### src/rtl/updown_counter_reg_pkg.sv
// rtl/updown_counter_reg_pkg.sv - shared constants and step kinds for the up/down counter
package updown_counter_reg_pkg;

    // Default counter width; the counter supports any width of 2 or more.
    localparam int DEFAULT_WIDTH = 4;

    // Limits of an unsigned counter at the default width.
    localparam logic [DEFAULT_WIDTH-1:0] CNT_MAX  = {DEFAULT_WIDTH{1'b1}};
    localparam logic [DEFAULT_WIDTH-1:0] CNT_ZERO = {DEFAULT_WIDTH{1'b0}};

    // What the state register does on a given edge, in priority order LOAD > INC/DEC > HOLD.
    typedef enum logic [1:0] {
        HOLD = 2'd0,
        LOAD = 2'd1,
        INC  = 2'd2,
        DEC  = 2'd3
    } step_t;

endpackage

### src/rtl/inc_dec_core.sv
// rtl/inc_dec_core.sv - ripple incrementer/decrementer with carry/borrow out
module inc_dec_core #(
    parameter int WIDTH = 4
) (
    input  logic [WIDTH-1:0] a,
    input  logic             up,
    output logic [WIDTH-1:0] y,
    output logic             co
);

    // Ripple chain: a bit toggles while every lower bit is 1 (increment) or 0 (decrement).
    // The final ripple is the carry (increment at all-ones) or borrow (decrement at zero).
    logic [WIDTH:0] chain;

    // Bitwise ripple of the +1 / -1 step.
    always_comb begin
        chain    = '0;
        y        = '0;
        chain[0] = 1'b1;
        for (int i = 0; i < WIDTH; i++) begin
            y[i]         = a[i] ^ chain[i];
            chain[i + 1] = (up ? a[i] : ~a[i]) & chain[i];
        end
    end

    assign co = chain[WIDTH];

endmodule

### src/rtl/updown_counter_reg.sv
// rtl/updown_counter_reg.sv - registered up/down counter with load, saturate, carry pulse and sticky flags
module updown_counter_reg
    import updown_counter_reg_pkg::*;
#(
    parameter int WIDTH       = DEFAULT_WIDTH,
    parameter int RESET_VALUE = 0
) (
    input  logic             CLK,
    input  logic             RST,
    input  logic             EN,
    input  logic             UP,
    input  logic             LD,
    input  logic [WIDTH-1:0] D,
    input  logic             SAT,
    input  logic             CLR_FLAGS,
    output logic [WIDTH-1:0] Q,
    output logic             COUT,
    output logic             ZERO,
    output logic             OVF,
    output logic             UNF
);

    localparam logic [WIDTH-1:0] Q_RESET = WIDTH'(RESET_VALUE);

    step_t            step;
    logic [WIDTH-1:0] q_q, q_d;
    logic             cout_q, cout_d;
    logic             ovf_q, ovf_d;
    logic             unf_q, unf_d;
    logic [WIDTH-1:0] core_y;
    logic             core_co;
    logic             hit_max;
    logic             hit_min;

    // The datapath always sees the current count; UP only matters when a step is taken.
    inc_dec_core #(
        .WIDTH(WIDTH)
    ) u_core (
        .a (q_q),
        .up(UP),
        .y (core_y),
        .co(core_co)
    );

    // Decode the edge's action with load taking priority over counting.
    always_comb begin
        step = HOLD;
        if (LD) begin
            step = LOAD;
        end else if (EN) begin
            step = UP ? INC : DEC;
        end
    end

    // Boundary events: the ripple ran off the end in the direction being stepped.
    always_comb begin
        hit_max = (step == INC) && core_co;
        hit_min = (step == DEC) && core_co;
    end

    // Next count, carry pulse and sticky flags; a flag set on this edge beats a clear.
    always_comb begin
        q_d    = q_q;
        cout_d = 1'b0;
        case (step)
            LOAD: q_d = D;
            INC,
            DEC: begin
                cout_d = core_co;
                q_d    = (core_co && SAT) ? q_q : core_y;
            end
            default: q_d = q_q;
        endcase
        ovf_d = (ovf_q && !CLR_FLAGS) || hit_max;
        unf_d = (unf_q && !CLR_FLAGS) || hit_min;
    end

    // State register with asynchronous reset to the configured start value.
    always_ff @(posedge CLK or posedge RST) begin
        if (RST) begin
            q_q    <= Q_RESET;
            cout_q <= 1'b0;
            ovf_q  <= 1'b0;
            unf_q  <= 1'b0;
        end else begin
            q_q    <= q_d;
            cout_q <= cout_d;
            ovf_q  <= ovf_d;
            unf_q  <= unf_d;
        end
    end

    assign Q    = q_q;
    assign COUT = cout_q;
    assign OVF  = ovf_q;
    assign UNF  = unf_q;
    assign ZERO = (q_q == '0);

endmodule
### config.mk
export PLATFORM = sky130hd
export DESIGN_NAME = updown_counter_reg
export DESIGN_NICKNAME = d
export VERILOG_FILES = /design/src/rtl/updown_counter_reg_pkg.sv /design/src/rtl/inc_dec_core.sv /design/src/rtl/updown_counter_reg.sv
export SDC_FILE = /design/constraint.sdc
export NUM_CORES = 1
export LEC_CHECK = 0
export BUFFER_PORTS_ARGS = -buffer_cell sky130_fd_sc_hd__buf_2
export CORE_AREA = 2 2 39 41
export DETAILED_ROUTE_END_ITERATION = 8
export DIE_AREA = 0 0 41 43
export GPL_TIMING_DRIVEN = 0
export SLEW_MARGIN = 20
export SYNTH_ARGS = -nofsm -noshare
export SYNTH_HDL_FRONTEND = slang
export SYNTH_HIERARCHICAL = 1
export SYNTH_SLANG_ARGS = --single-unit
### constraint.sdc
create_clock -name CLK -period 2.35 [get_ports CLK]
set_input_delay 0.47 -clock CLK [delete_from_list [all_inputs] [get_ports CLK]]
set_output_delay 0.47 -clock CLK [all_outputs]
set_load 0.05 [all_outputs]
After elaboration in Yosys (flattened, before gate mapping)
Cells that the tools add are included.
{"block": "word_totals", "ff_bits": 7, "latch_bits": 0, "ram_bits": 0, "mem_bits_ro": 0, "word_cells": 40, "memories": 0}
{"block": "op_classes", "addsub": 0, "mul": 0, "n_div": 0, "magnitude_cmp": 0, "eq_ne": 4, "shift": 0, "mux": 10, "bitwise": 10, "reduce_logical": 12}
{"op": "$pmux W4 S2", "count": 1}
{"op": "$mux W1", "count": 6}
{"op": "$logic_and A1 B1 Y1", "count": 5}
{"op": "$eq A2 B2 Y1 const B", "count": 2}
{"op": "$logic_not A4 Y1", "count": 1}
{"op": "$mux W2", "count": 2}
{"op": "$mux W4", "count": 1}
{"op": "$not A1 Y1", "count": 4}
{"op": "$and A1 B1 Y1", "count": 3}
{"op": "$xor A1 B1 Y1", "count": 3}
{"op": "$eq A2 B1 Y1 const B", "count": 1}
{"op": "$logic_or A1 B1 Y1", "count": 2}
{"op": "$ne A2 B2 Y1 const B", "count": 1}
{"op": "$reduce_and A2 Y1", "count": 1}
{"op": "$reduce_bool A2 Y1", "count": 1}
{"op": "$reduce_or A2 Y1", "count": 1}
{"op": "$logic_not A1 Y1", "count": 1}

Longest topological paths before layout
Gate-level depths: netlist of the first run.
{"block": "logic_depth", "depth_word": 8, "mapped_depth": 5, "ltp_nobuf": 5}

Modules after synthesis
Netlist of the first run, hierarchy kept.
{"mod": "updown_counter_reg", "n_inst": 1, "cells_per_inst": 26, "area_each_um2": 337.8, "seq_area_each_um2": 175.2}
{"mod": "inc_dec_core", "n_inst": 1, "cells_per_inst": 12, "area_each_um2": 82.6, "seq_area_each_um2": 0.0}

Worst setup path after synthesis of the first run
Ideal clock, no wire load.
{"block": "synth_path", "path_kind": "register -> output", "startpoint": "reg q_q[0] (netlist: Q[0])", "endpoint": "out ZERO", "t_arrival_ns": 2.231, "required_time_ns": 1.880, "slack_ns": -0.351, "path_stages_with_launch": 2, "cell_sequence": "dfrtp_1 -> nor4_1"}
{"block": "synth_via", "elab_chain_cells": 1}
{"element": "start: declaration", "line_no": "updown_counter_reg.sv:26", "text": "logic [WIDTH-1:0] q_q, q_d;"}
{"element": "start signal: assignment", "line_no": "updown_counter_reg.sv:86", "text": "q_q <= q_d;"}
{"element": "$logic_not A4 Y1", "line_no": "updown_counter_reg.sv:97", "text": "assign ZERO = (q_q == '0);"}
{"element": "end: declaration", "line_no": "updown_counter_reg.sv:18", "text": "output logic ZERO,"}
Every way passes these cells.

Worst setup path after layout of the first run
{"block": "layout_path", "startpoint": "reg q_q[0] (netlist: Q[0])", "endpoint": "reg q_q[1] (netlist: Q[1])"}
{"block": "layout_via", "elab_chain_cells": 8, "elab_cells_between_ends": 11, "classes_between": "eq/ne: 1; mux: 3; bitwise: 5; reduce/logical: 2"}
{"element": "$not A1 Y1", "line_no": "inc_dec_core.sv:22", "text": "chain[i + 1] = (up ? a[i] : ~a[i]) & chain[i];"}
{"element": "$mux W1 (*)", "line_no": "inc_dec_core.sv:22"}
{"element": "$and A1 B1 Y1 (*) (3 in series)", "line_no": "inc_dec_core.sv:22"}
{"element": "named net core_co", "line_no": "updown_counter_reg.sv:31", "text": "logic core_co;"}
{"element": "$logic_and A1 B1 Y1 (*)", "line_no": "updown_counter_reg.sv:70", "text": "q_d = (core_co && SAT) ? q_q : core_y;"}
{"element": "$ne A2 B2 Y1 (no line) (*)"}
{"element": "$reduce_and A2 Y1 (no line) (*)"}
The timed path passes the listed nets; every way through them passes the cells marked *. The select of a mux whose other input is x is not followed.
A chain may end at the register's enable or synchronous reset.

==> results.py, run 1 <==
metrics = {
    "floorplanning": {
        "ios": 19,
        "die_w_microns": 41,
        "rows": 14,
        "start_util_pct": 30.38,
        "die_h_microns": 43,
        "coreArea_sq_um": 1384,
        "die_area_sq_um": 1763,
    },
    "cts": {
        "ctsHtreeMaxLevel": 1,
        "insertion_delay_ns": 0.24,
        "post_cts_resized": 0,
        "path_clk_slew_ns": 0.05,
        "cts_buffer_depth": 2,
        "postCtsSetupBuffers": 0,
        "clock_sinks": 7,
        "cts_tree": "done",
        "cts_made_buffers": 3,
        "cts_hold_buffers": 0,
        "ctsRootBufferMaster": "clkbuf_4",
    },
    "timing": {
        "setup_violations": 0,
        "max_freq_mhz": 528.7,
        "fin_crit_sh_pct": 80.48,
        "maxSlewViolCount": 0,
        "finalHoldViolations": 0,
        "skew_ns": 0.0006940,
        "max_slew_margin_pct": 81.71,
        "tightest_slew_ns": 0.2743,
        "min_period_ns": 1.891,
        "tns_ns": 0,
        "rsz0062_at_grt": "false",
    },
    "detailed_routing": {
        "avgRoutedWirePerCell_microns": 11.07,
        "postRouteAntennaNets": 0,
        "drtIter0Drc": 5,
        "avgViaCountPerCell": 4.500,
        "num_vias": 342,
        "routed_wl_microns": 841,
        "dr.pass1.iters": 4,
        "post-route-drc-count": 0,
    },
    "power_and_ir_drop": {
        "fin_total_pwr_uw": 414.2,
        "internal_power_uw": 256.9,
        "power_leakage_nw": 0.2975,
        "ir_worst_vdd_v": 0.0003444,
        "switching_share_pct": 37.99,
        "switching_power_uw": 157.4,
        "power.share.clock_pct": 25.3,
        "p_comb_share_pct": 35.9,
        "pwr-share-seq_pct": 38.8,
        "powerDensity_nw_per_um2": 735.7,
    },
    "grt": {
        "antenna_found_initial": 0,
        "grt_pass1_vias": 301,
        "overflow": 0,
        "grt_use_total_pct": 10.56,
        "grt_max_degree": 10,
        "grt_first_pass_wirelength_microns": 1242,
    },
    "yosys": {
        "synthesis.nets": 49,
        "synth-seq-cells": 7,
        "synth.cell_area_sq_um": 420.4,
        "synth_top_area_share_pct": 41.67,
        "synth_area_leaders": "dfrtp_1 (42%), mux2_2 (11%), mux2_1 (8.0%)",
        "synth.yosys.seq_area_share_pct": 41.67,
        "synth_cells": 38,
        "yosysTopAreaCell": "dfrtp_1",
        "syn_area_per_cell_sq_um": 11.06,
        "synth.distinct_cells": 18,
        "yosysWarningCount": 6,
    },
    "worst_setup_path": {
        "start_kind": "flop",
        "worstPathRequired_ns": 2.48,
        "critPathCaptureType": "flop",
        "cp_max_fo": 9,
        "path_class": "flop to flop",
        "cp_data_arrival_time_ns": 2.02,
    },
    "placement": {
        "dpl.hpwl_microns": 647.8,
        "place_congestion": 0.6548,
        "io_buffers": 18,
    },
    "final_layout": {
        "multiInputGateArea_sq_um": 232.7,
        "regArea_sq_um": 175.2,
        "area_delta_synth_final_pct": 33.93,
        "nFillCells": 149,
        "drive_above_1_share_pct": 50.00,
        "nets": 72,
        "mostFrequentLayoutCell": "buf_2",
        "final_cell_mix": "buf_2 (18), dfrtp_1 (7), inv_1 (5), mux2_2 (4)",
        "num_antenna_cells": 0,
    },
    "flow_run": {
        "drv_cap": 0,
    },
    "worst_hold_path": {
        "hold_class": "input pin to asynchronous set/reset pin",
    },
    "status": {
        "outcome": "complete, no violations",
    },
}
==> layer usage <==
| metal | part of all wire (%) | global-route usage, % | vias to the layer above |
|---|---|---|---|
| met5 | 0 | 0 | - |
| met4 | 0 | 4.000 | 0 |
| met3 | 8.4 | 4.712 | 0 |
| met2 | 44 | 14.69 | 14 |
| met1 | 48 | 14.00 | 150 |
| li1 | - | - | 178 |
==> power groups by stage <==
| stage | Clock (mW) | Sequential (mW) | Combinational, mW |
|---|---|---|---|
| 3_3_place_gp | 0 | 0.163 | 0.148 |
| 2_1_floorplan | 0 | 0.208 | 0.0660 |
| 6_report | 0.105 | 0.161 | 0.149 |
| 4_1_cts | 0.109 | 0.161 | 0.151 |
| 3_5_place_dp | 0 | 0.163 | 0.150 |
| 5_1_grt | 0.113 | 0.164 | 0.161 |
==> kinds of logic (layout without fill, tap and decap cells) <==
logic type                count (synthesis)  after routing  share of synthesized area (%)
and+or+nand+nor                          10             10                          14.59
muxes                                     9              9                          24.70
DFF                                       7              7                          41.67
buffers and inverters                     5             27                          4.465
xor gates and xnor gates                  4              4                          8.335
AOI/OAI and AO/OA                         3              3                          6.251
==> sequential cells by signal (all words and copies together) (netlist names) <==
| register | count |
|---|---|
| UNF | 1 |
| COUT | 1 |
| Q | 4 |
| OVF | 1 |
==> worst paths after layout <==
check                      cells past startpoint  from    to  slack (ns)
min in group CLK                               1   OVF   OVF        0.50
hold reg to reg                                1   OVF   OVF        0.50
setup reg to reg                               5  Q[0]  Q[1]        0.46
setup / recovery                               5  Q[0]  Q[1]        0.46
hold / removal                                 2   RST  Q[3]        0.14
max in group asynchronous                      2   RST  Q[2]        2.01
==> layout make-up <==
cell class                      count  area share [%]
Tap cell                           16           3.556
Multi-Input combinational cell     26           41.33
Inverter                            5           3.333
Clock buffer                        4           4.667
Sequential cell                     7           31.11
Timing Repair Buffer               18           16.00
==> worst max-delay path, cell delays in order (launching register included) <==
cell,delay (ns)
dfrtp_1,0.47
or4_1,0.51
mux2i_1,0.19
nand2_1,0.07
a21o_2,0.25
mux2_2,0.28
==> metrics by stage <==
step / instance area [sq um] / hold slack [ns] / instances / util (%) / worst slack [ns]
floorplan: 426.7 / 0.2734 / 38 / - / 0.2060
global placement: 536.8 / 0.4050 / 72 / 38.79 / 0.2684
detailed placement: 536.8 / 0.4077 / 72 / 38.79 / 0.2618
CTS: 563.0 / 0.1439 / 76 / 40.69 / 0.4336
global route: 563.0 / 0.1689 / 76 / 40.69 / 0.3444
finish: 563.0 / 0.1394 / 76 / 40.69 / 0.4587
==> cells in the mapped netlist (all sizes together) <==
cell type  n
and3       1
or4        1
nand2      2
mux2i      1
inv        5
nand4      1
a21o       1
nor2       2
mux2       8
xnor2      2
dfrtp      7
nor4       1
nor3       1
a22o       2
nand2b     1
xor2       2
(Power assumes the default switching activity.)
==> run 2, diff against run 1 <==
--- a/config.mk
+++ b/config.mk
@@ -5,11 +5,13 @@
 export SDC_FILE = /design/constraint.sdc
 export NUM_CORES = 1
 export LEC_CHECK = 0
+export ABC_AREA = 1
 export BUFFER_PORTS_ARGS = -buffer_cell sky130_fd_sc_hd__buf_2
 export CORE_AREA = 2 2 39 41
 export DETAILED_ROUTE_END_ITERATION = 8
 export DIE_AREA = 0 0 41 43
 export GPL_TIMING_DRIVEN = 0
+export PLACE_DENSITY = 0.65
 export SLEW_MARGIN = 20
 export SYNTH_ARGS = -nofsm -noshare
 export SYNTH_HDL_FRONTEND = slang
==> constraint.sdc (replaced) <==
create_clock -name CLK -period 1.74 [get_ports CLK]
set_input_delay 0.348 -clock CLK [delete_from_list [all_inputs] [get_ports CLK]]
set_output_delay 0.348 -clock CLK [all_outputs]
set_load 0.05 [all_outputs]
==> run 2 against run 1 <==
Worst setup slack worse by 0.33 ns. Cell area increased by 13%. First-iteration DRC count up 40%. Non-clock buffer count grew 1. Critical path depth is 2 lower. Highest routed layer unchanged. Clock power grew 36%. Worst hold slack worse by 0.13 ns.
==> results.py, run 2 <==
metrics = {
    "status": {
        "outcome": "complete, no violations",
    },
    "floorplanning": {
        "die_h_microns": 43,
        "start_util_pct": 35.26,
        "die_area_sq_um": 1763,
        "ios": 19,
        "die_w_microns": 41,
        "coreArea_sq_um": 1384,
        "rows": 14,
    },
    "yosys": {
        "ys_async_sr_fraction_pct": 100.0,
        "synth_edf_count": 0,
        "yosys.area_share.adder_pct": 0,
        "synthesis.nets": 84,
        "yosys-top-cells-count": "nand2_1 (30), nand3_1 (10), inv_1 (9), dfrtp_1 (7), nand2_2 (5)",
        "yosysWarningCount": 6,
        "synth_top_family_by_area": "simple AND/OR/NAND/NOR gates",
        "synth.distinct_cells": 17,
        "synth_ff_type": "dfrtp_1",
        "synth_area_leaders": "dfrtp_1 (36%), nand2_1 (23%), nand3_1 (10%)",
        "yosys.area_share.simple_pct": 47.69,
        "muxShareOfSynthArea_pct": 0,
        "synth_cells": 73,
        "synth_top_area_share_pct": 35.90,
        "synth.yosys.seq_area_share_pct": 35.90,
        "syn_area_per_cell_sq_um": 6.684,
        "yosysTopAreaCell": "dfrtp_1",
        "synth.most_common_cell": "nand2_1",
        "synth-seq-cells": 7,
        "synth.cell_area_sq_um": 488.0,
        "synthXorXnorAreaFrac_pct": 1.795,
        "synth_compound_area_share_pct": 5.897,
    },
    "worst_setup_path": {
        "path_cells": "nor2_1 -> nor3b_4 -> buf_2",
        "rr_worst_depth": 9,
        "cp.buffers_inverters": 1,
        "ff2ff_setup_slack_ns": 0.28,
        "path_class": "flop to output port",
        "cp_max_fo": 7,
        "crit_family": "flip-flops",
        "critPathCaptureType": "output port",
        "crit_slowest_cell": "dfrtp_1",
        "cp_data_arrival_time_ns": 1.26,
        "cpPeakStageDelay_ns": 0.45,
        "worstPathRequired_ns": 1.39,
        "r2r_start": "Q[2]",
        "reg2reg_to": "Q[3]",
        "cp.depth": 3,
        "start_kind": "flop",
    },
    "final_layout": {
        "nFillCells": 146,
        "drive_above_1_share_pct": 34.74,
        "num_antenna_cells": 0,
        "nets": 107,
        "final_area_sq_um": 635.6,
        "mostFrequentLayoutCell": "nand2_1",
        "area_delta_synth_final_pct": 30.26,
        "final_cell_mix": "nand2_1 (30), buf_2 (19), nand3_1 (10), inv_1 (9), dfrtp_1 (7)",
        "largest_register_ffs": 4,
    },
    "placement": {
        "dpl.hpwl_microns": 880.8,
        "placed_area_sq_um": 609.3,
        "place_congestion": 0.7769,
        "io_buffers": 18,
    },
    "cts": {
        "cts_buffer_depth": 2,
        "postCtsSetupBuffers": 0,
        "cts_tree": "done",
        "path_clk_slew_ns": 0.05,
        "post_cts_resized": 0,
        "cts_hold_buffers": 0,
        "clock_sinks": 7,
        "ctsRootBufferMaster": "clkbuf_4",
        "cts_made_buffers": 3,
        "insertion_delay_ns": 0.25,
        "ctsHtreeMaxLevel": 1,
    },
    "detailed_routing": {
        "avgViaCountPerCell": 4.640,
        "dr.pass1.iters": 4,
        "postRouteAntennaNets": 0,
        "routed_wl_microns": 1068,
        "drtIter0Drc": 7,
        "num_vias": 515,
        "avgRoutedWirePerCell_microns": 9.622,
        "post-route-drc-count": 0,
    },
    "timing": {
        "fin_crit_sh_pct": 92.45,
        "skew_ns": 0.008766,
        "rsz0062_at_grt": "false",
        "min_period_ns": 1.609,
        "max_freq_mhz": 621.7,
        "tightest_slew_ns": 0.2619,
        "finalHoldViolations": 0,
        "tns_ns": 0,
        "max_slew_margin_pct": 82.52,
        "setup_violations": 0,
        "maxSlewViolCount": 0,
    },
    "grt": {
        "overflow": 0,
        "grt_use_total_pct": 15.03,
        "antenna_found_initial": 0,
        "grt_max_degree": 11,
        "grt_first_pass_wirelength_microns": 1787,
        "grt_pass1_vias": 465,
    },
    "power_and_ir_drop": {
        "power_leakage_nw": 0.3671,
        "powerDensity_nw_per_um2": 852.7,
        "ir_worst_vdd_v": 0.0004440,
    },
    "worst_hold_path": {
        "hold_class": "input pin to asynchronous set/reset pin",
    },
    "flow_run": {
        "drv_cap": 0,
    },
}
run 2: changes by cell type after synthesis, moves of 3 or more:
| cell | previous run | this run |
|---|---|---|
| mux2_1 | 3 | 0 |
| nand3_1 | 0 | 10 |
| nand2_1 | 2 | 30 |
| nand2_2 | 0 | 5 |
| mux2_2 | 4 | 0 |
| inv_1 | 5 | 9 |
run 2: per-stage QoR:
step / std cells / power, mW / hold slack [ns] / util [%] / worst slack (ns)
floorplan: 73 / 0.3502 / 0.1514 / - / 0.09518
global placement: 107 / 0.4004 / 0.2758 / 44.03 / 0.2480
detailed placement: 107 / 0.4033 / 0.2842 / 44.03 / 0.2284
CTS: 111 / 0.5506 / 0.01427 / 45.93 / 0.1103
global route: 111 / 0.5864 / 0.02823 / 45.93 / 0.03184
finish: 111 / 0.5420 / 0.01267 / 45.93 / 0.1314
run 2: layout make-up:
class / instances / area [sq um] / share of cell area (%)
Buffer: 1 / 5.005 / 0.7874
Clock buffer: 4 / 26.28 / 4.134
Inverter: 10 / 37.54 / 5.906
Multi-Input combinational cell: 55 / 281.5 / 44.29
Sequential cell: 7 / 175.2 / 27.56
Tap cell: 16 / 20.02 / 3.150
Timing Repair Buffer: 18 / 90.09 / 14.17
run 2: worst reg2reg max path, delay by kind of cell, from the launching register on:
family / cells / cell delay, ns
and+or+nand+nor: 6 / 0.50
DFF: 1 / 0.48
AOI/OAI and AO/OA: 2 / 0.29
buffers and inverters: 1 / 0.09
run 2: kinds of logic (layout without fill, tap and decap cells):
group	Yosys count	count (layout)
XOR/XNOR	1	1
AND/OR/NAND/NOR	50	50
flip-flops	7	7
AO/OA/AOI/OAI	4	4
buffers and inverters	11	33
run 2: worst max-delay path by stage:
stage	start	end	slack [ns]
finish	Q[0]	ZERO	0.13
CTS	Q[0]	ZERO	0.11
global route	Q[0]	ZERO	0.03
global placement	UP	Q[2]	0.25
floorplan	Q[2]	Q[2]	0.1
detailed placement	UP	Q[3]	0.23
run 2: metal layers:
metal,part of all wire [%],vias up,wire length (microns),track usage (%)
li1,-,272,-,-
met1,45,236,482,19.67
met2,52,7,554,23.13
met3,2.9,0,31,6.283
met5,0,-,0,0
met4,0,0,0,2.000
run 2: power by group:
part	total [mW]	switching, mW	internal, mW
Combinational	0.198	0.138	0.0594
Clock	0.143	0.0558	0.0872
Sequential	0.201	0.0243	0.177
==> run 3, diff against run 2 <==
--- a/config.mk
+++ b/config.mk
@@ -5,13 +5,12 @@
 export SDC_FILE = /design/constraint.sdc
 export NUM_CORES = 1
 export LEC_CHECK = 0
-export ABC_AREA = 1
+export ABC_AREA = 0
 export BUFFER_PORTS_ARGS = -buffer_cell sky130_fd_sc_hd__buf_2
 export CORE_AREA = 2 2 39 41
 export DETAILED_ROUTE_END_ITERATION = 8
 export DIE_AREA = 0 0 41 43
 export GPL_TIMING_DRIVEN = 0
-export PLACE_DENSITY = 0.65
 export SLEW_MARGIN = 20
 export SYNTH_ARGS = -nofsm -noshare
 export SYNTH_HDL_FRONTEND = slang
==> run 3 against run 2 <==
The flow now finishes with violations (negative setup slack). First-iteration DRC count decreased by 100%. Cell area decreased by 0.79%. Core utilization decreased by 0.36 points.
==> results.py, run 3 (synthesis gave the netlist of run 1 again) <==
metrics = {
    "detailed_routing": {
        "routed_wl_microns": 912,
        "postRouteAntennaNets": 0,
        "avgRoutedWirePerCell_microns": 11.26,
        "drtIter0Drc": 0,
        "num_vias": 371,
        "dr.pass1.iters": 1,
        "post-route-drc-count": 0,
        "avgViaCountPerCell": 4.580,
    },
    "floorplanning": {
        "rows": 14,
        "ios": 19,
        "die_w_microns": 41,
        "die_area_sq_um": 1763,
        "start_util_pct": 30.38,
        "die_h_microns": 43,
        "coreArea_sq_um": 1384,
    },
    "timing": {
        "skew_ns": 0.003321,
        "max_slew_margin_pct": 82.38,
        "rsz0062_at_grt": "true",
        "tightest_slew_ns": 0.2640,
        "finalHoldViolations": 0,
        "fin_crit_sh_pct": 103.7,
        "max_freq_mhz": 554.4,
        "min_period_ns": 1.804,
        "setup_ws_ns": -0.06390,
        "maxSlewViolCount": 0,
        "setup_violations": 4,
    },
    "final_layout": {
        "final_core_util_pct": 45.57,
        "area_delta_synth_final_pct": 50.00,
        "nets": 77,
        "final_cells": 81,
        "final_cell_mix": "buf_2 (17), buf_4 (6), dfrtp_1 (4), mux2_2 (4), inv_1 (4)",
        "num_antenna_cells": 0,
        "final_area_sq_um": 630.6,
        "drive_above_1_share_pct": 64.62,
        "mostFrequentLayoutCell": "buf_2",
        "largest_register_ffs": 4,
    },
    "worst_setup_path": {
        "cpPeakStageDelay_ns": 0.54,
        "critPathCaptureType": "flop",
        "path_cells": "or4_4 -> mux2i_2 -> nand2_1 -> a21o_2 -> mux2_2",
        "crit_family": "simple AND/OR/NAND/NOR gates",
        "cp.buffers_inverters": 0,
        "cp_max_fo": 4,
        "crit_slowest_cell": "or4_4",
        "cp_data_arrival_time_ns": 1.94,
        "path_class": "flop to flop",
        "worstPathRequired_ns": 1.87,
        "start_kind": "flop",
    },
    "cts": {
        "ctsHtreeMaxLevel": 1,
        "cts_made_buffers": 3,
        "clock_sinks": 7,
        "cts_tree": "done",
        "ctsRootBufferMaster": "clkbuf_4",
        "cts_buffer_depth": 2,
        "cts_hold_buffers": 0,
        "insertion_delay_ns": 0.25,
        "path_clk_slew_ns": 0.05,
    },
    "grt": {
        "grt_first_pass_wirelength_microns": 1359,
        "antenna_found_initial": 0,
        "grt_pass1_vias": 337,
        "grt_use_total_pct": 12.06,
        "overflow": 0,
        "grt_max_degree": 9,
    },
    "placement": {
        "dp_slack_ns": -0.1897,
        "place_inst": 72,
        "place_congestion": 0.6584,
        "io_buffers": 18,
        "dpl.hpwl_microns": 638.5,
        "placed_area_sq_um": 549.3,
    },
    "power_and_ir_drop": {
        "ir_worst_vdd_v": 0.0004551,
        "powerDensity_nw_per_um2": 957.8,
        "fin_total_pwr_uw": 604.0,
        "power_leakage_nw": 0.3222,
    },
    "status": {
        "violations": "negative setup slack",
        "outcome": "finished, violations left",
    },
    "flow_run": {
        "drv_cap": 0,
    },
    "worst_hold_path": {
        "hold_class": "input pin to asynchronous set/reset pin",
    },
}
## run 3: cell types whose count changed in the layout (fill, tap and decap cells not counted), sizes merged, moves of 2 or more
cell,before,now
nand3,11,0
nand2,35,2
inv,10,5
o21ai,2,0
buf,19,23
mux2,0,8
xnor2,0,2
a22o,0,2
## run 3: worst paths after layout
check                           from    to  slack [ns]  depth (start not counted)
hold reg to reg                  OVF   OVF        0.51                          1
setup / recovery                Q[2]  Q[1]       -0.06                          5
hold / removal                   RST   OVF        0.01                          2
setup reg to reg                Q[2]  Q[1]       -0.06                          5
max in group asynchronous        RST  Q[1]        1.50                          2
min in group CLK           CLR_FLAGS   UNF        0.42                          3
## run 3: per-stage QoR
stage	hold slack (ns)	setup TNS (ns)
6_report	0.01198	-0.2430
5_1_grt	0.03711	-0.5515
4_1_cts	0.01632	-0.2560
3_5_place_dp	0.2864	-0.7468
3_3_place_gp	0.2844	-0.7654
2_1_floorplan	0.1512	-0.7190
## run 3: cell type report
cell class / instances / area [sq um]
inverters: 5 / 18.77
repair buffers: 23 / 130.1
flip-flops and latches: 7 / 178.9
clock buffers: 4 / 26.28
fillers: 145 / 753.2
well taps: 16 / 20.02
multi-input cells: 26 / 256.5
## run 3: report_power, final
part	leakage (nW)	switching (mW)	total (mW)	internal [mW]
sequential	0.0854	0.0267	0.211	0.184
clock	0.0150	0.0592	0.147	0.0875
combinational	0.222	0.146	0.246	0.101
total	0.322	0.232	0.604	0.372
## run 3: repair_timing
action | in CTS | in global routing
resized for setup | 3 | 4
endpoints found under the setup margin | 4 | 7
endpoints found under the hold margin | 0 | 0
pin swaps | 0 | 2
setup buffers | 4 | 1
gates cloned | 0 | 0
## run 3: metal layers
metal	track usage [%]	wire, microns	vias up
li1	-	-	187
met1	13.91	385	173
met5	0	0	-
met4	10.00	12	0
met2	17.50	471	9
met3	3.141	41	2
